===== src/rtl/zxn_audio_limiter.sv =====
// zxn_audio_limiter
//   N-channel automatic gain limiter between the ZXN mixer and the audio DAC
//   outputs. Offset-binary samples are captured on ce_sample, widened to OUT_W,
//   scaled by a per-domain gain (256 = unity) through a single multiplier that
//   walks the channels one per clock, then committed to audio_out together.
//   Gain drops quickly while the signal is over THRESH and recovers by one
//   step per RELEASE_SAMPLES clean samples.
//
//   Optional build macro: ZXN_AUDIO_LIMITER_STEREO_LINK_EN
//     defined   - one gain/release counter shared by all channels; any
//                 over-threshold channel attenuates every channel.
//     undefined - an independent gain/release counter per channel; gain_o
//                 reports the channel 0 gain.
module zxn_audio_limiter #(
  parameter int CHANNELS        = 2,
  parameter int IN_W            = 12,
  parameter int OUT_W           = 16,
  parameter int THRESH          = 24576,
  parameter int ATTACK_STEP     = 8,
  parameter int GAIN_MIN        = 32,
  parameter int RELEASE_SAMPLES = 1024
) (
  input  logic                      clk_sys,
  input  logic                      reset_n,
  input  logic                      ce_sample,
  input  logic [CHANNELS*IN_W-1:0]  audio_in,
  input  logic                      ovr_clr,
  output logic [CHANNELS*OUT_W-1:0] audio_out,
  output logic                      out_valid,
  output logic                      busy,
  output logic                      overrun,
  output logic [8:0]                gain_o
);

  localparam int CH_W  = (CHANNELS > 1) ? $clog2(CHANNELS) : 1;
  localparam int CNT_W = (RELEASE_SAMPLES > 1) ? $clog2(RELEASE_SAMPLES) : 1;
  localparam int PW    = OUT_W + 10;

`ifdef ZXN_AUDIO_LIMITER_STEREO_LINK_EN
  localparam int NG = 1;
`else
  localparam int NG = CHANNELS;
`endif

  localparam logic [1:0] ST_IDLE   = 2'd0;
  localparam logic [1:0] ST_PROC   = 2'd1;
  localparam logic [1:0] ST_COMMIT = 2'd2;

  localparam logic [CH_W-1:0]  CH_LAST  = CH_W'(CHANNELS - 1);
  localparam logic [CNT_W-1:0] REL_LAST = CNT_W'(RELEASE_SAMPLES - 1);
  localparam logic [OUT_W:0]   THRESH_V = (OUT_W + 1)'(THRESH);
  localparam logic [8:0]       UNITY    = 9'd256;
  localparam logic [8:0]       ATK      = 9'(ATTACK_STEP);
  localparam logic [8:0]       GMIN     = 9'(GAIN_MIN);
  localparam logic [OUT_W-1:0] MID      = {1'b1, {(OUT_W-1){1'b0}}};

  // Attack step with the floor applied; computed at 10 bits so the sum
  // GAIN_MIN+ATTACK_STEP cannot wrap.
  function automatic logic [8:0] gain_attack(input logic [8:0] g);
    logic [9:0] lim;
    lim = {1'b0, GMIN} + {1'b0, ATK};
    if ({1'b0, g} >= lim) gain_attack = g - ATK;
    else                  gain_attack = GMIN;
  endfunction

  // Release step, saturating at unity gain.
  function automatic logic [8:0] gain_release(input logic [8:0] g);
    if (g < UNITY) gain_release = g + 9'd1;
    else           gain_release = UNITY;
  endfunction

  // Offset-binary input lane to signed, placed in the top bits of OUT_W
  // (this is the left shift by OUT_W-IN_W).
  function automatic logic signed [OUT_W-1:0] widen(input logic [IN_W-1:0] v);
    logic signed [OUT_W-1:0] r;
    r = '0;
    r[OUT_W-1 -: IN_W] = {~v[IN_W-1], v[IN_W-2:0]};
    widen = r;
  endfunction

  logic [1:0]                 state_q, state_d;
  logic [CH_W-1:0]            ch_q, ch_d;
  logic [CHANNELS*IN_W-1:0]   cap_q, cap_d;
  logic [OUT_W-1:0]           res_q [CHANNELS];
  logic [OUT_W-1:0]           res_d [CHANNELS];
  logic [CHANNELS-1:0]        over_q, over_d;
  logic [CHANNELS*OUT_W-1:0]  audio_out_q, audio_out_d;
  logic                       out_valid_q, out_valid_d;
  logic                       overrun_q, overrun_d;
  logic [8:0]                 gain_q [NG];
  logic [8:0]                 gain_d [NG];
  logic [CNT_W-1:0]           cnt_q [NG];
  logic [CNT_W-1:0]           cnt_d [NG];

  logic [IN_W-1:0]            lane_in;
  logic signed [OUT_W-1:0]    xs;
  logic [8:0]                 gain_cur;
  logic signed [PW-1:0]       prod;
  logic signed [OUT_W-1:0]    y;
  logic signed [OUT_W:0]      y_ext;
  logic [OUT_W:0]             y_abs;
  logic [OUT_W-1:0]           lane_out;
  logic                       lane_over;

  // Shared datapath: scale the channel selected by ch_q with the gain held
  // before this sample's commit.
  always_comb begin
    lane_in = cap_q[int'(ch_q)*IN_W +: IN_W];
    xs      = widen(lane_in);
`ifdef ZXN_AUDIO_LIMITER_STEREO_LINK_EN
    gain_cur = gain_q[0];
`else
    gain_cur = gain_q[ch_q];
`endif
    prod     = $signed({{10{xs[OUT_W-1]}}, xs}) * $signed({{(OUT_W+1){1'b0}}, gain_cur});
    // gain <= 256 keeps |y| <= |xs|, so the truncation below never overflows.
    y        = prod[OUT_W+7:8];
    y_ext    = {y[OUT_W-1], y};
    y_abs    = y_ext[OUT_W] ? -y_ext : y_ext;
    lane_out = {~y[OUT_W-1], y[OUT_W-2:0]};
    lane_over = (y_abs > THRESH_V);
  end

  wire unused_prod = ^{prod[PW-1:OUT_W+8], prod[7:0]};

  // Sequencer: capture, serial per-channel processing, commit and gain update.
  always_comb begin
    state_d     = state_q;
    ch_d        = ch_q;
    cap_d       = cap_q;
    res_d       = res_q;
    over_d      = over_q;
    audio_out_d = audio_out_q;
    out_valid_d = 1'b0;
    gain_d      = gain_q;
    cnt_d       = cnt_q;
    case (state_q)
      ST_IDLE: begin
        if (ce_sample) begin
          cap_d   = audio_in;
          ch_d    = '0;
          state_d = ST_PROC;
        end
      end
      ST_PROC: begin
        res_d[ch_q]  = lane_out;
        over_d[ch_q] = lane_over;
        if (ch_q == CH_LAST) begin
          // Results become visible during the COMMIT cycle with the pulse.
          for (int i = 0; i < CHANNELS; i++) audio_out_d[i*OUT_W +: OUT_W] = res_d[i];
          out_valid_d = 1'b1;
          state_d     = ST_COMMIT;
        end else begin
          ch_d = ch_q + CH_W'(1);
        end
      end
      ST_COMMIT: begin
        for (int g = 0; g < NG; g++) begin
          logic dom_over;
`ifdef ZXN_AUDIO_LIMITER_STEREO_LINK_EN
          dom_over = |over_q;
`else
          dom_over = over_q[g];
`endif
          if (dom_over) begin
            gain_d[g] = gain_attack(gain_q[g]);
            cnt_d[g]  = '0;
          end else if (cnt_q[g] == REL_LAST) begin
            gain_d[g] = gain_release(gain_q[g]);
            cnt_d[g]  = '0;
          end else begin
            cnt_d[g]  = cnt_q[g] + CNT_W'(1);
          end
        end
        state_d = ST_IDLE;
      end
      default: state_d = ST_IDLE;
    endcase

    // A strobe that cannot be accepted is flagged; set beats clear.
    if (ce_sample && (state_q != ST_IDLE)) overrun_d = 1'b1;
    else if (ovr_clr)                      overrun_d = 1'b0;
    else                                   overrun_d = overrun_q;
  end

  // Control and output state, asynchronously reset.
  always_ff @(posedge clk_sys or negedge reset_n) begin
    if (!reset_n) begin
      state_q     <= ST_IDLE;
      ch_q        <= '0;
      audio_out_q <= {CHANNELS{MID}};
      out_valid_q <= 1'b0;
      overrun_q   <= 1'b0;
      for (int g = 0; g < NG; g++) begin
        gain_q[g] <= UNITY;
        cnt_q[g]  <= '0;
      end
    end else begin
      state_q     <= state_d;
      ch_q        <= ch_d;
      audio_out_q <= audio_out_d;
      out_valid_q <= out_valid_d;
      overrun_q   <= overrun_d;
      gain_q      <= gain_d;
      cnt_q       <= cnt_d;
    end
  end

  // Sample working storage; always rewritten before use, so left unreset.
  always_ff @(posedge clk_sys) begin
    cap_q  <= cap_d;
    res_q  <= res_d;
    over_q <= over_d;
  end

  assign audio_out = audio_out_q;
  assign out_valid = out_valid_q;
  assign busy      = (state_q != ST_IDLE);
  assign overrun   = overrun_q;
  assign gain_o    = gain_q[0];

endmodule


===== config.mk =====
export PLATFORM = sky130hd
export DESIGN_NAME = zxn_audio_limiter
export DESIGN_NICKNAME = d
export VERILOG_FILES = /design/src/rtl/zxn_audio_limiter.sv
export SDC_FILE = /design/constraint.sdc
export NUM_CORES = 1
export LEC_CHECK = 0
export CAP_MARGIN = 20
export CORE_MARGIN = 2
export CORE_UTILIZATION = 40
export DETAILED_ROUTE_END_ITERATION = 8
export PLACE_DENSITY = 0.65
export SYNTH_ARGS = -nofsm -noshare
export SYNTH_HDL_FRONTEND = slang
export SYNTH_SLANG_ARGS = --single-unit

===== constraint.sdc =====
create_clock -name clk_sys -period 17.99 [get_ports clk_sys]
set_input_delay 3.598 -clock clk_sys [delete_from_list [all_inputs] [get_ports clk_sys]]
set_output_delay 3.598 -clock clk_sys [all_outputs]
set_load 0.03 [all_outputs]

==> impl_metrics.json <==
{
  "die_y_um": 157,
  "clk_pin_slew_worst_paths_ps": 50,
  "rr_endpoint": "over_q[0]$_DFFE_PP_",
  "antenna_found_initial": 0,
  "diodes": 0,
  "drive_above_1_share": 0.0825,
  "yosysTopAreaCell": "dfrtp_1",
  "grt_pass1_wl_um": 35200,
  "cts_max_path_buffers": 2,
  "cts.repair.resized": 0,
  "wirelength_um": 21000,
  "r2r_cells": 22,
  "final.setup_skew_ps": 6.21,
  "criticalPathCategory": "reg2reg",
  "period_minus_slack_ps": 7310,
  "setup_viol": 0,
  "hp-class": "reg2reg",
  "fillers": 2218,
  "required_ps": 18120,
  "netlist_area_um2": 9380,
  "worstSetupEndpointType": "flip-flop",
  "vias": 6962,
  "syn_avg_cell_area_um2": 9.64,
  "holdPathEnd": "audio_out[12]$_DFFE_PN0P_",
  "ant_nets": 0,
  "crit_path_start_kind": "flip-flop",
  "synthToLayoutAreaGrowth_pct": 17.2,
  "r2r_slack_ps": 10680,
  "arrival_ps": 7440,
  "nNetsFinal": 1196,
  "status": "finished, final reports clean",
  "max_slew_margin": 0.284,
  "grt-ovfl-total": 0,
  "ys_seq_area_frac": 0.335,
  "fin_crit_sh": 0.406,
  "cts_made_buffers": 17,
  "rows": 56,
  "insertion_delay_ps": 410,
  "fin_tns_setup_ps": 0,
  "avgRoutedWirePerCell_um": 15.4,
  "synth_top_area_share": 0.189,
  "core_area_um2": 23300,
  "cts-root-buf": "clkbuf_16",
  "post_cts_buffers": 0,
  "cts_tree": "yes",
  "rsz0062_at_grt": "no",
  "cp_max_fo": 76,
  "ys_top_cells_by_area": "dfrtp_1, fa_1, edfxtp_1",
  "clock.fmax_mhz": 137,
  "yosysMostFrequentCell": "nand2_1",
  "final-hold-violation-count": 0,
  "drc": 0,
  "drtIter0Drc": 467,
  "synth_ff_type": "dfrtp_1",
  "syn-instance-count": 973,
  "worst_r2r_startpoint": "ch_q$_DFFE_PN0P_",
  "ios": 72,
  "die_area_um2": 24700,
  "min_from": "audio_out[12]$_DFFE_PN0P_",
  "drt-vias-per-instance": 5.11,
  "ys_async_sr_fraction": 0.641,
  "die_w_um": 157,
  "drt-pass1-iter-count": 5,
  "synth_edf_count": 42,
  "htreeDepth": 4,
  "start_util": 0.403,
  "ys_warn_count": 0,
  "hold_buffers": 0,
  "clock-sinks": 117,
  "yosysUniqueCellTypes": 68,
  "synthTopCellsByCount": "nand2_1, inv_1, nor2_1",
  "whs_path_depth": 2,
  "cap_violations": 0,
  "worstMarginPinSlew_ps": 1040,
  "ys_ff_latch": 117,
  "grt_pass1_vias": 7202,
  "dp_hpwl_um": 16300,
  "finalMaxSlewViolations": 0,
  "gp_congestion": 0.908,
  "syn_nets": 1139,
  "portBuffers": 71,
  "grt_usage": 0.182,
  "grt_max_degree": 77
}
[placed cells by master, fill, tap and decap left out, drive strengths merged, types with 27 or more instances in the layout]
cell type      synthesis  routed
nand2                136     136
inv                  134     134
nor2                  93      93
fa                    86      86
dfrtp                 71      71
o21ai                 71      71
clkdlybuf4s50          0      70
ha                    52      52
edfxtp                42      42
clkbuf                26      28
mux2                  27      27
[cell type report]
type,instances,area (um^2),area share
multi-input cells,681,5540,0.504
flip-flops and latches,117,3140,0.286
repair buffers,79,788,0.0717
clock buffers,28,593,0.0539
inverters,134,503,0.0457
well taps,319,399,0.0363
clock inverters,4,25.0,0.00228
[worst max path at each step]
stage                           startpoint             endpoint
after floorplan           ch_q$_DFFE_PN0P_  over_q[0]$_DFFE_PP_
after global placement    ch_q$_DFFE_PN0P_  over_q[0]$_DFFE_PP_
after detailed placement  ch_q$_DFFE_PN0P_  over_q[1]$_DFFE_PP_
after CTS                 ch_q$_DFFE_PN0P_  over_q[1]$_DFFE_PP_
after global routing      ch_q$_DFFE_PN0P_  over_q[1]$_DFFE_PP_
final                     ch_q$_DFFE_PN0P_  over_q[0]$_DFFE_PP_
[logic make-up (layout without fill, tap and decap cells)]
group	Yosys count	count (layout)	synth area share
flops	117	117	0.335
simple gates	309	309	0.145
xor+xnor	30	30	0.0295
compound gates	155	155	0.107
fa+ha+maj	138	138	0.253
mux	49	49	0.0567
buf+inv	175	245	0.0744
[registers in the layout, indices dropped and copies added (netlist names), 2 cells and up]
signal	count
audio_out	32
gain_o	9
state_q	2
cnt_q	20
gain_q	9
res_q	16
over_q	2
cap_q	24
[per-stage QoR]
stage / hold slack [ps] / utilization / cell area [um^2] / setup WS [ps] / cells
CTS: 483 / 0.471 / 11000 / 10700 / 1360
floorplan: 462 / - / 9380 / 11170 / 973
global route: 517 / 0.473 / 11000 / 10170 / 1362
global placement: 461 / 0.445 / 10300 / 10820 / 1328
detailed placement: 472 / 0.445 / 10300 / 10720 / 1328
finish: 476 / 0.473 / 11000 / 10680 / 1362
[metal layers]
metal | up-vias | GRT usage | routed length, um
li1 | 3338 | - | -
met1 | 3406 | 0.229 | 9040
met2 | 188 | 0.313 | 10400
met3 | 30 | 0.0402 | 1100
met4 | 0 | 0.0563 | 419
met5 | - | 0 | 0
[critical path, cell delays in order, from the launching register on]
cell      delay [ps]
dfrtp_2          330
buf_4            660
mux2i_1          770
nor2_1           150
fa_1             450
fa_1             540
inv_1             50
fa_1             470
inv_1             60
fa_1             520
inv_1             50
fa_1             520
inv_1             40
ha_1             360
nand2_1           80
a211oi_1         400
a22oi_4          150
a311oi_2         370
o21ai_2          140
o21ai_4          240
nor3_1            80
o41ai_1          390
o211ai_1         170
Power is left out: the tool's default activity adds up to more than one toggle a clock period on the data nets, which glitch-free logic cannot reach.
